`config.mk`:
```
export PLATFORM = sky130hd
export DESIGN_NAME = fp_wb_arbiter
export DESIGN_NICKNAME = d
export VERILOG_FILES = /design/src/rtl/fp_wb_arbiter_pkg.sv /design/src/rtl/fp_wb_arbiter_rr_arbiter.sv /design/src/rtl/fp_wb_arbiter.sv
export SDC_FILE = /design/constraint.sdc
export NUM_CORES = 1
export LEC_CHECK = 0
export ABC_AREA = 1
export CAP_MARGIN = 20
export CORE_MARGIN = 3
export CORE_UTILIZATION = 38
export DETAILED_ROUTE_END_ITERATION = 16
export GPL_TIMING_DRIVEN = 1
export PLACE_DENSITY = 0.83
export SKIP_CTS_REPAIR_TIMING = 1
export SYNTH_ARGS = -nofsm -noshare
export SYNTH_HDL_FRONTEND = slang
export SYNTH_HIERARCHICAL = 1
export SYNTH_SLANG_ARGS = --single-unit
```
`constraint.sdc`:
```
create_clock -name clk -period 3.3 [get_ports clk]
set_input_delay 0.66 -clock clk [delete_from_list [all_inputs] [get_ports clk]]
set_output_delay 0.66 -clock clk [all_outputs]
set_load 0.02 [all_outputs]
```
`src/rtl/fp_wb_arbiter_pkg.sv`:
```
// Shared processor package: FP register file geometry and the default number
// of FP writeback requesters.
//   FP_ADDR_W     : FP register address width
//   FP_DATA_W     : FP register data width
//   FP_WB_NUM_REQ : default number of writeback requesters
package fp_wb_arbiter_pkg;

    localparam int FP_ADDR_W     = 5;
    localparam int FP_DATA_W     = 32;
    localparam int FP_WB_NUM_REQ = 4;

    typedef logic [FP_ADDR_W-1:0] fp_addr_t;
    typedef logic [FP_DATA_W-1:0] fp_data_t;

    // f0 is hardwired; writes to it are accepted and dropped.
    function automatic logic fp_is_f0(input fp_addr_t addr);
        return (addr == '0);
    endfunction

endpackage

```
`src/rtl/fp_wb_arbiter_rr_arbiter.sv`:
```
// rr_arbiter: combinational round-robin selector.
// Searches upward from ptr (wrapping) for the first asserted request.
//   req       : request vector
//   ptr       : index with highest priority this cycle (must be < N)
//   gnt       : one-hot grant (all zero when no request)
//   gnt_valid : some request was granted
module rr_arbiter #(
    parameter int N     = 4,
    parameter int PTR_W = (N > 1) ? $clog2(N) : 1
) (
    input  logic [N-1:0]     req,
    input  logic [PTR_W-1:0] ptr,
    output logic [N-1:0]     gnt,
    output logic             gnt_valid
);

    logic [N-1:0] mask_hi;
    logic [N-1:0] req_hi;
    logic [N-1:0] sel;

    // Requests at or above ptr take precedence; if none exist the search
    // wraps, which is the same as taking the lowest request overall.
    always_comb begin
        mask_hi = '0;
        for (int i = 0; i < N; i++) begin
            mask_hi[i] = (i >= int'(ptr));
        end
        req_hi = req & mask_hi;
        sel    = (|req_hi) ? req_hi : req;
        gnt    = '0;
        // Descending scan so the lowest set bit of sel is the one kept.
        for (int i = N - 1; i >= 0; i--) begin
            if (sel[i]) begin
                gnt    = '0;
                gnt[i] = 1'b1;
            end
        end
        gnt_valid = |req;
    end

endmodule

```
`src/rtl/fp_wb_arbiter.sv`:
```
// fp_wb_arbiter: merges NUM_REQ FP writeback requesters onto the single FP
// register file write port, one write per cycle, round-robin fair.
//   clk, rst_n      : clock, synchronous active-low reset
//   req_valid/addr/data : per-requester writeback request
//   req_ready       : per-requester accept (combinational)
//   wr_enable/addr/data : registered register-file write port
//   grant_idx       : requester whose write is on wr_* (valid with wr_enable)
// Requests to f0 are accepted at once and never occupy the write port.
module fp_wb_arbiter
    import fp_wb_arbiter_pkg::*;
#(
    parameter int NUM_REQ = FP_WB_NUM_REQ,
    parameter int IDX_W   = $clog2(NUM_REQ)
) (
    input  logic                                clk,
    input  logic                                rst_n,
    input  logic [NUM_REQ-1:0]                  req_valid,
    input  logic [NUM_REQ-1:0][FP_ADDR_W-1:0]   req_addr,
    input  logic [NUM_REQ-1:0][FP_DATA_W-1:0]   req_data,
    output logic [NUM_REQ-1:0]                  req_ready,
    output logic                                wr_enable,
    output logic [FP_ADDR_W-1:0]                wr_addr,
    output logic [FP_DATA_W-1:0]                wr_data,
    output logic [IDX_W-1:0]                    grant_idx
);

    logic [IDX_W-1:0]     rr_ptr;
    logic [NUM_REQ-1:0]   rr_req;
    logic [NUM_REQ-1:0]   gnt;
    logic                 gnt_valid;
    logic [IDX_W-1:0]     sel_idx;
    fp_addr_t             sel_addr;
    fp_data_t             sel_data;
    logic [IDX_W-1:0]     ptr_next;

    // Only non-f0 requests compete for the write port; reset masks everything.
    always_comb begin
        rr_req = '0;
        for (int i = 0; i < NUM_REQ; i++) begin
            rr_req[i] = rst_n & req_valid[i] & ~fp_is_f0(req_addr[i]);
        end
    end

    rr_arbiter #(
        .N     (NUM_REQ),
        .PTR_W (IDX_W)
    ) u_rr_arbiter (
        .req       (rr_req),
        .ptr       (rr_ptr),
        .gnt       (gnt),
        .gnt_valid (gnt_valid)
    );

    always_comb begin
        req_ready = '0;
        for (int i = 0; i < NUM_REQ; i++) begin
            req_ready[i] = rst_n & req_valid[i] & (fp_is_f0(req_addr[i]) | gnt[i]);
        end
    end

    always_comb begin
        sel_idx  = '0;
        sel_addr = '0;
        sel_data = '0;
        for (int i = 0; i < NUM_REQ; i++) begin
            if (gnt[i]) begin
                sel_idx  = IDX_W'(i);
                sel_addr = req_addr[i];
                sel_data = req_data[i];
            end
        end
        // NUM_REQ need not be a power of two, so wrap explicitly.
        ptr_next = (sel_idx == IDX_W'(NUM_REQ - 1)) ? '0 : sel_idx + IDX_W'(1);
    end

    always_ff @(posedge clk) begin
        if (!rst_n) begin
            wr_enable <= 1'b0;
            wr_addr   <= '0;
            wr_data   <= '0;
            grant_idx <= '0;
            rr_ptr    <= '0;
        end else begin
            wr_enable <= gnt_valid;
            if (gnt_valid) begin
                wr_addr   <= sel_addr;
                wr_data   <= sel_data;
                grant_idx <= sel_idx;
                rr_ptr    <= ptr_next;
            end
        end
    end

endmodule

```
-- After elaboration in Yosys (flattened, before gate mapping)
Cells that the tools add are included.
- reduce and logical (&&, ||, !) cells: 6
- add/sub/neg operators: 1
- order comparisons: 3
- multiplexer cells: 17
- bitwise operators: 21
- equal/unequal tests: 1
- operators with widths (kind ; number):
    32-bit 2-to-1 mux ; 4
    5-bit zero test ; 4
    4-bit 2-to-1 mux ; 5
    5-bit 2-to-1 mux ; 4
    1-bit AND ; 12
    4-bit OR reduction ; 2
    2-bit 2-to-1 mux ; 3
    4-bit AND ; 1
    1-bit by 2-bit >= comparator with 1-bit output (first input constant) ; 2
    1-bit NOT ; 4
    1-bit OR ; 4
    2-bit by 1-bit adder with 2-bit output (second input constant) ; 1
    2-bit equality test (second input constant) ; 1
    2-bit >= comparator (first input constant) ; 1
    1-bit 2-to-1 mux ; 1
- word-level logic and storage cells: 54
- input bits: 154
- output and inout bits: 44
- register bits after elaboration: 42

-- Depth between registers and ports, before layout
Gate-level depths: netlist (run 1).
- depth after elaboration: 15
- depth in mapped cells: 19
- depth with buffers taken out: 17

-- By module
Netlist (run 1), hierarchy kept.
- by module, submodules not included (module ; cells an instance ; area each (sq um) ; times used ; sequential area each (sq um)):
    fp_wb_arbiter ; 575 ; 3056.7 ; 1 ; 840.8
    rr_arbiter ; 22 ; 106.4 ; 1 ; 0.0

-- Worst setup path after synthesis (run 1)
No wires, ideal clock.
- kind: in2out
- start: input rst_n
- end: output req_ready[3]
- stages: 13
- buffers on the path: 3
- slack: 0.216 ns
- arrival: 2.424 ns
- cells stage by stage: buf_1 nand3_1 inv_1 inv_1 nand2_1 nand2_1 nand3_1 nand2_2 nor2_1 buf_2 buf_2 inv_1 a21oi_1
- longest elaborated chain between the ends: 11
- elaborated cells between the ends (all ways): 17
- those cells by class: mux: 5; bitwise: 11; reduce/logical: 1
- RTL lines (element ; RTL line ; text):
    from (decl) ; fp_wb_arbiter.sv:16 ; input logic rst_n,
    1-bit AND (*) (2 in a row) ; fp_wb_arbiter.sv:40 ; rr_req[i] = rst_n & req_valid[i] & ~fp_is_f0(req_addr[i]);
    named net rr_req[1] ; fp_wb_arbiter.sv:28 ; logic [NUM_REQ-1:0] rr_req;
    4-bit AND ; fp_wb_arbiter_rr_arbiter.sv:28 ; req_hi = req & mask_hi;
    4-bit OR reduction ; fp_wb_arbiter_rr_arbiter.sv:29 ; sel = (|req_hi) ? req_hi : req;
    4-bit 2-to-1 mux (*) ; fp_wb_arbiter_rr_arbiter.sv:29 ;
    4-bit 2-to-1 mux (3 in a row) ; fp_wb_arbiter_rr_arbiter.sv:33 ; if (sel[i]) begin
    4-bit 2-to-1 mux (*) ; fp_wb_arbiter_rr_arbiter.sv:33 ;
    named net gnt[3] ; fp_wb_arbiter.sv:29 ; logic [NUM_REQ-1:0] gnt;
    1-bit OR (*) ; fp_wb_arbiter.sv:57 ; req_ready[i] = rst_n & req_valid[i] & (fp_is_f0(req_addr[i]) | gnt[i]);
    1-bit AND (*) ; fp_wb_arbiter.sv:57 ;
    to (decl) ; fp_wb_arbiter.sv:20 ; output logic [NUM_REQ-1:0] req_ready,
The timed path passes the listed nets; every way through them passes the cells marked *.

-- Final worst setup path (run 1)
- start: input req_addr[19] (netlist name)
- end: output req_ready[0]
- longest elaborated chain between the ends: 11
- RTL lines (element ; RTL line ; text):
    from (decl) ; fp_wb_arbiter.sv:18 ; input logic [NUM_REQ-1:0][FP_ADDR_W-1:0] req_addr,
    5-bit zero test (*) ; fp_wb_arbiter_pkg.sv:17 ; return (addr == '0);
    1-bit NOT (*) ; fp_wb_arbiter.sv:40 ;
    1-bit AND (*) ; fp_wb_arbiter.sv:40 ;
    named net rr_req[3] ; fp_wb_arbiter.sv:28 ;
    4-bit AND (*) ; fp_wb_arbiter_rr_arbiter.sv:28 ;
    4-bit OR reduction (*) ; fp_wb_arbiter_rr_arbiter.sv:29 ;
    4-bit 2-to-1 mux (*) ; fp_wb_arbiter_rr_arbiter.sv:29 ;
    4-bit 2-to-1 mux (2 in a row) ; fp_wb_arbiter_rr_arbiter.sv:33 ;
    4-bit 2-to-1 mux (*) ; fp_wb_arbiter_rr_arbiter.sv:33 ;
    named net gnt[0] ; fp_wb_arbiter.sv:29 ;
    1-bit OR (*) ; fp_wb_arbiter.sv:57 ;
    1-bit AND (*) ; fp_wb_arbiter.sv:57 ;
Marks and branches as above.

==> impl_summary.md, run 1 <==
Outcome
The run finished with clean final reports.

Placed design
The global placer's final weighted congestion is roughly 0.81. The half-perimeter wire length after placement is slightly below 9000 µm. The count of buffers added on input and output ports is 197. The instance area after placement is 5269 µm².

Routing
The violation count after the first detailed-route iteration is 207. The final antenna-violating net count is 0. Wire segments on met2 add up to a little under 6000 µm in the final route. The number of remaining DRC errors is 0. The pre-antenna-repair detailed-routing pass consisted of 5 iterations.

In this run the top signal layer used is met4. Using the TritonRoute via totals, the vias-per-cell ratio works out to approximately 5. The routed metal-1 wirelength is roughly 4600 µm.

The total number of vias is 4,298. The total met3 wirelength after detailed routing is slightly below 1000 µm. Wires add up to approximately 12,000 µm. The average detailed-routed wire length per instance is 13.26 µm.

Yosys
By area, the combinational part of the netlist is dominated by simple AND/OR/NAND/NOR gates. The synthesized cell area is about 3200 µm². The post-synthesis xor/xnor area fraction is 0%. The average cell area after synthesis is 5.298 µm².

Multiplexer cells account for 0% of the synthesized area. The synthesized netlist devotes roughly 2.6% of its cell area to compound gates. The adder-cell share of the synthesized area is 0%.

After synthesis, flip-flops and latches occupy a little over a quarter of the total area. The fraction of the mapped netlist area in simple logic gates is 61.95%. The count of cell types in the netlist is 22. Synthesis inferred 42 register bits.

The number of nets handed over by synthesis was around 750. The post-synthesis instance total is 597. During synthesis, Yosys emitted a total of 6 warnings.

Critical path
The data required time of the worst path is between 2000 and 3000 ps. The signal on the critical path passes through clkdlybuf4s50_1 > nor3_2 > nand2_1 > nand3_1 > inv_1 > inv_1 > nand2_1 > nand2_1 > nand3_1 > nand2_2 > inv_2 > a21oi_2 > buf_4. The endpoint kind of the worst setup timing path is an output pin. In this run the critical register-to-register path is launched from rr_ptr[1]$_SDFFE_PN0P_. The worst setup path is launched from an input pin. The worst setup slack for register-to-register paths is ~1200 ps.

The master of the slowest instance on the critical path is clkdlybuf4s50_1. For the worst setup path, the data arrival time is between 2000 and 2500 ps. The worst setup path is of the input pin to output pin kind. The logic depth of the worst register-to-register path is 12.

In this run the critical register-to-register path is captured at wr_data[10]$_SDFFE_PN0P_. In this run the worst path has a maximum fanout of 3. The largest single stage delay on the critical path is approximately 440 ps. The worst setup path endpoint is req_ready[0]. The critical path startpoint is req_addr[19]. The most frequent cell on the critical path is nand2_1.

Die
The total I/O pin count is between 150 and 200. The chip width is just under 100 µm. The cell row count is 32. The die covers 9455 µm². The die is between 90 and 100 µm tall. The core footprint is 7888 µm². The initial utilization of the core area, before any placement, comes to approximately 40%.

STA
The highest clock frequency the design can meet is approximately 320 MHz. Setup violations remaining at the end of the flow were counted as 0. The post-route clock skew is a little over 4 ps.

In this run the tightest slew margin relative to its limit is approximately 68%. The number of failing hold endpoints at the final stage came to 0. The worst path uses 94.96% of the clock period. The number of pins with negative max-slew slack in the final report is 0. The actual slew at the worst max-slew pin is approximately 470 ps. The final critical-path required period is approximately 3100 ps. Setup repair after global routing could not meet its margin everywhere. Setup total negative slack on the finished layout was measured at 0 ps.

GRT
The first-pass GRT wire length is around 19,000 µm. The total overflow reported by the global router is 0. The number of antenna violations at the first check in global routing is 0.

The number of global-route vias before repair is roughly 4,200. Entering global routing, the biggest net connects ~40 pins. Global routing consumed, over all layers together, about 24% of the routing resources.

Pwr
The static leakage is about 2.7 nW. For this design the ratio of total power to cell area is approximately 300 nW/µm². The worst-case IR drop observed on VDD is 0.1883 mV.

Clock tree
The maximum level of the CTS H-tree is 2. The number of buffers on the longest clock path is 2. The clock input transition at the sequential cells of the worst setup and hold paths is 80 ps. The clock network latency to the later pin of the worst-skew pair is 290 ps. The total number of clock tree sinks is 42.

The cell chosen for the clock root is clkbuf_8. TritonCTS built the clock tree. Clock tree synthesis inserted a total of 5 buffers.

Min path
The class of the worst hold path is flip-flop to flip-flop.

Final layout
0 antenna diodes ended up in the layout. The area growth from synthesis to layout is 69.19%. The post-route netlist has about 6.3% of its cells at a drive strength greater than 1. After routing the design area is 5351 µm². After the last flow step, the layout net total stands at roughly 940.

Run
Across the run, the number of max-cap violations was 0.
## sequential cells by signal, indices dropped and copies added (netlist names)
signal and cells:
wr_data 32, wr_addr 5, grant_idx 2, rr_ptr 2, wr_enable 1
## layout by cell type, fill, tap and decap left out
cell type / synthesis / final
o211a_1: 1 / 1
a21oi_1: 7 / 6
clkdlybuf4s50_1: 0 / 192
nand3_1: 80 / 80
nor2_4: 1 / 6
nor2_1: 8 / 5
clkinv_2: 0 / 1
nor3_1: 4 / 3
buf_4: 7 / 18
dfxtp_1: 42 / 42
inv_2: 3 / 4
clkbuf_2: 0 / 2
or3_1: 1 / 1
inv_1: 11 / 10
clkbuf_8: 0 / 6
o211ai_1: 2 / 2
o21ai_1: 1 / 1
buf_2: 18 / 2
clkbuf_1: 8 / 1
nand2_2: 3 / 3
nand2_1: 389 / 389
buf_12: 0 / 4
nor3_2: 0 / 1
o21a_1: 1 / 1
a21oi_2: 0 / 1
o21ai_2: 1 / 1
## critical path, delay by kind of cell
family                 cells  cell delay, ps
AO/OA/AOI/OAI              1             150
AND/OR/NAND/NOR            7             830
buffers and inverters      5             830
## layer usage
metal  vias up  GRT usage (%)
met2       190          44.27
met4         0          8.307
li1       2212              -
met3        28          4.523
met1      1868          28.34
met5         -              0
## worst min path at each step
stage                              startpoint                   endpoint  cells after the start
floorplan              rr_ptr[0]$_SDFFE_PN0P_     rr_ptr[0]$_SDFFE_PN0P_                      2
global placement    grant_idx[1]$_SDFFE_PN0P_  grant_idx[1]$_SDFFE_PN0P_                      2
detailed placement  grant_idx[0]$_SDFFE_PN0P_  grant_idx[0]$_SDFFE_PN0P_                      1
CTS                 grant_idx[0]$_SDFFE_PN0P_  grant_idx[0]$_SDFFE_PN0P_                      1
global route        grant_idx[1]$_SDFFE_PN0P_  grant_idx[1]$_SDFFE_PN0P_                      2
finish              grant_idx[0]$_SDFFE_PN0P_  grant_idx[0]$_SDFFE_PN0P_                      1
## Yosys cell counts
library cell | n | area [µm²]
inv_1 | 11 | 41.29
o21ai_2 | 1 | 8.760
a21oi_1 | 7 | 35.03
o211ai_1 | 2 | 15.01
nor3_1 | 4 | 20.02
nand3_1 | 80 | 400.4
nand2_1 | 389 | 1460
clkbuf_1 | 8 | 30.03
dfxtp_1 | 42 | 840.8
buf_6 | 4 | 45.04
buf_1 | 3 | 11.26
o21a_1 | 1 | 7.510
or3_1 | 1 | 6.260
inv_2 | 3 | 11.26
nand2_2 | 3 | 18.77
nor2_1 | 8 | 30.03
nor2_4 | 1 | 11.26
buf_2 | 18 | 90.09
buf_4 | 7 | 52.55
o21ai_1 | 1 | 5.000
nor2_2 | 2 | 12.51
o211a_1 | 1 | 10.01
## power by group
group | total, mW | switching (mW) | internal (mW)
Clock | 0.335 | 0.166 | 0.169
Combinational | 0.699 | 0.349 | 0.350
Sequential | 0.579 | 0.0245 | 0.554
Total | 1.61 | 0.539 | 1.07
## cell families after synthesis
| logic type | after synthesis |
|---|---|
| buffers and inverters | 54 |
| and+or+nand+nor | 488 |
| DFF | 42 |
| AOI/OAI and AO/OA | 13 |
## metrics by stage
stage,hold slack (ps),setup WS [ps],util [%],std cells,power (mW)
detailed placement,470.9,-323.5,66.80,877,1.289
floorplan,466.8,215.5,-,597,0.9183
global route,519.4,-2.057,67.85,885,1.720
global placement,462.2,-227.1,66.80,877,1.274
finish,485.1,166.2,67.85,885,1.613
CTS,490.5,-364.2,67.96,885,1.628
## final cells by class
class                      count  area (µm²)
clock buffer                   7       86.33
clock inverter                 1       5.005
fill                         717        2536
inverter                      14       52.55
multi-input combinational    501        2082
sequential                    42       840.8
tap                          102       127.6
timing repair buffer         218        2157
Note: power is estimated with default switching activity, not from simulation.
==> inputs of run 2 (changes only) <==
--- a/config.mk
+++ b/config.mk
@@ -7,7 +7,7 @@
 export LEC_CHECK = 0
 export ABC_AREA = 1
 export CAP_MARGIN = 20
-export CORE_MARGIN = 3
+export CORE_MARGIN = 1.5
 export CORE_UTILIZATION = 38
 export DETAILED_ROUTE_END_ITERATION = 16
 export GPL_TIMING_DRIVEN = 1
==> run 2 against run 1 <==
  * Via count up 0.95%
  * Highest routed layer unchanged
  * Clock power up 3%
  * Global-route usage up 1.1 points
==> impl_summary.md, run 2 (synthesis gave the netlist of run 1 again) <==
Outcome
The flow ran to the end, and the final reports show no timing, DRC or antenna violations.

Die
The chip width is 94.24 µm (-3.1%). The total I/O pin count is 198 (unchanged). The core footprint was 8134 µm² (+3.1%). The cell row count is 33 (+3.1%). The die footprint is 8880 µm² (-6.1%). The die span in y is 94.24 µm (-3.1%).

The starting utilization of the core area was 38.89% (-1.2 points).

Critical path
The logic depth of the worst register-to-register path is 13 (+1). The data required time of the worst path is 2640 ps (about the same). The end of the worst register-to-register path is wr_addr[3]$_SDFFE_PN0P_. The startpoint identified for the worst register-to-register timing path is rr_ptr[1]$_SDFFE_PN0P_. The maximum fanout along the worst path is 3 (unchanged).

The delay of the slowest cell on the worst path is 450 ps (about the same). STA classifies the critical path startpoint as an input pin. The worst setup slack for register-to-register paths came to 1160 ps (-40 ps). The most frequent cell on the critical path is inv_1. Walking the worst path, the cells encountered are clkdlybuf4s50_1 > nor3_2 > nand2_1 > nand3_1 > inv_1 > inv_1 > nand2_1 > nand2_2 > nand3_1 > nand2_2 > inv_1 > a21oi_1 > buf_4.

The endpoint arrival time on the critical path is 2570 ps (+100 ps). The endpoint kind of the worst setup timing path is an output pin. The master of the slowest instance on the critical path is clkdlybuf4s50_1. The category of the most critical setup path is input pin to output pin.

Final layout
The top cell types in the final layout, fill and taps aside, are 388 x nand2_1, 192 x clkdlybuf4s50_1, 80 x nand3_1, 42 x dfxtp_1, 21 x buf_4. The final-layout fill cell count was 761 (+6.1%). The post-layout instance count excluding filler cells came to 889 (+0.45%). The area growth from synthesis to layout is 69.90%.

The final net count came to 937 (+0.11%). The total area of sequential cells is 840.8 µm² (unchanged). The number of flip-flops under the largest register name is 32 (unchanged).

The footprint of the multi-input gates came to 2085 µm² (+0.12%). The most frequent standard cell in the layout excluding fill and tap cells is nand2_1. The count of antenna diodes in the layout is 0 (unchanged).

The register ranked first by flip-flop count is wr_data. The largest registers in the layout are wr_data (32), wr_addr (5). The proportion of layout cells with a drive suffix above 1 came to 6.250% (-0.0080 points).

Pwr
The ratio of total power to cell area came to 302.6 nW/µm² (+0.43%). The clock network fraction of total power came to 21.3% (+0.6 points). The share of power burned in combinational logic was 43.1% (-0.3 points). The share of total power consumed by net switching is 34.10% (+0.67 points).

The sequential power share came to 35.6% (-0.3 points). The switching power of the nets came to 0.5545 mW (+2.9%). The static leakage is 2.712 nW (+1.3%). The worst IR drop on VDD was 0.1742 mV (-7.5%). The internal power of the cells is 1.072 mW (-0.16%).

GRT
The largest net degree at the start of global routing is 41 (unchanged). The total overflow reported by the global router is 0 (unchanged). The first-pass GRT wire length was 17,840 µm (-7.7%). The number of antenna violations at the first check in global routing is 0 (unchanged).

The global-route usage over all layers is 25.36% (+1.1 points). The number of global-route vias before repair is 3,926 (-6.5%).

Clock tree
The clock network latency to the later pin of the worst-skew pair is 290 ps (about the same). The maximum level of the CTS H-tree was 2 (unchanged). The number of buffers created by CTS is 5 (unchanged). TritonCTS built the clock tree. The total number of clock tree sinks is 42 (unchanged).

The number of buffers on the longest clock path is 2 (unchanged). The clock input transition at the sequential cells of the worst setup and hold paths was 80 ps (about the same). The cell chosen for the clock root is clkbuf_8.

Placed design
The half-perimeter wire length after placement is 8551 µm (-3.0%). The global placer's final weighted congestion is 0.8626 (+7.0%). The placed instance count came to 880 (+0.34%).

The number of I/O port buffers is 197 (unchanged). The worst setup timing slack at the placement stage is -333.4 ps (-9.898 ps).

Routing
The total number of vias is 4,339 (+0.95%). The average detailed-routed wire length per instance is 13.06 µm (-1.6%). The detailed-router iteration count before antenna repair came to 4 (-1). The wire length reported by the detailed router was 11,610 µm (-1.1%). The number of remaining DRC errors is 0 (unchanged). The final antenna-violating net count is 0 (unchanged). The average via count per standard cell is 4.881 (+0.50%). The violation count after the first detailed-route iteration is 169 (-18%).

Min path
The class of the worst hold path is flip-flop to flip-flop. The path with the worst hold slack has its endpoint at grant_idx[0]$_SDFFE_PN0P_. The cell depth of the worst hold path was 1 (unchanged). The startpoint identified for the worst hold timing path is grant_idx[0]$_SDFFE_PN0P_.

STA
The highest clock frequency the design can meet came to 309.2 MHz (-3.1%). The actual slew at the worst max-slew pin came to 479.9 ps (+5.557 ps). The post-route clock skew is 4.751 ps (+0.6263 ps). The minimum setup slack in the final design is 65.79 ps (-100.4 ps). The final critical-path required period is 3234 ps (+100.4 ps). The share of the cycle needed by the critical path after routing was 98.01% (+3.0 points). The number of failing hold endpoints at the final stage is 0 (unchanged). The final-report setup violation count was 0 (unchanged). The number of pins with negative max-slew slack in the final report is 0 (unchanged). The worst slew slack as a fraction of its limit is 68.01% (-0.37 points).

Run
The count of maximum capacitance violations is 0 (unchanged).
==> run 2: cell types whose count changed in the layout (fill, tap and decap cells not counted), sizes merged <==
cell / delta
buf: +1
clkinvlp: +1
dlymetal6s2s: +2
clkbuf: -3
==> run 2: worst max path at each step <==
stage,start,end,depth (start not counted)
4_1_cts,req_addr[16],req_ready[0],13
3_3_place_gp,req_addr[16],req_ready[0],13
5_1_grt,req_addr[19],req_ready[0],13
3_5_place_dp,req_addr[16],req_ready[0],13
6_report,req_addr[19],req_ready[0],13
2_1_floorplan,rst_n,req_ready[3],13
==> run 2: area by class of cell <==
class	instances	share of cell area [%]
repair buffers	219	40.37
well taps	105	2.445
inverters	14	0.9779
flip-flops and latches	42	15.65
clock buffers	6	1.537
clock inverters	2	0.2328
multi-input cells	501	38.79
==> run 2: power groups by stage <==
stage / clock network, mW / logic, mW / registers (mW)
global placement: 0 / 0.685 / 0.588
finish: 0.346 / 0.700 / 0.579
floorplan: 0 / 0.273 / 0.645
detailed placement: 0 / 0.697 / 0.591
CTS: 0.354 / 0.700 / 0.579
global route: 0.383 / 0.760 / 0.586
==> run 2: stage by stage <==
| step | TNS [ps] | total power [mW] | area (µm²) | hold slack, ps | util, % |
|---|---|---|---|---|---|
| finish | 0 | 1.626 | 5374 | 484.5 | 66.07 |
| global route | -61.21 | 1.729 | 5374 | 504.3 | 66.07 |
| CTS | -1022 | 1.632 | 5355 | 486.1 | 65.84 |
| detailed placement | -989.9 | 1.288 | 5260 | 466.9 | 64.67 |
| global placement | -683.4 | 1.273 | 5260 | 462.2 | 64.67 |
| floorplan | 0 | 0.9183 | 3163 | 466.8 | - |
==> run 2: worst max-delay path: cells and delay by family <==
kind / cells / cell delay [ps]
buffers and inverters: 5 / 880
AOI/OAI and AO/OA: 1 / 170
and+or+nand+nor: 7 / 860
==> run 2: per-layer routing <==
metal  share of wire [%]  GRT usage (%)  up-vias
met5                   0              0        -
met4                 2.0          7.587        0
met3                 6.9          4.693       19
met2                  51          46.94      169
met1                  41          29.17     1934
li1                    -              -     2217
==> inputs of run 3 (changes only) <==
--- a/config.mk
+++ b/config.mk
@@ -11,8 +11,10 @@
 export CORE_UTILIZATION = 38
 export DETAILED_ROUTE_END_ITERATION = 16
 export GPL_TIMING_DRIVEN = 1
+export HOLD_SLACK_MARGIN = 0.03
 export PLACE_DENSITY = 0.83
 export SKIP_CTS_REPAIR_TIMING = 1
+export SKIP_LAST_GASP = 1
 export SYNTH_ARGS = -nofsm -noshare
 export SYNTH_HDL_FRONTEND = slang
 export SYNTH_HIERARCHICAL = 1
==> results of run 3 <==
No change in the layout: final DEF, timing and power equal those of run 2.
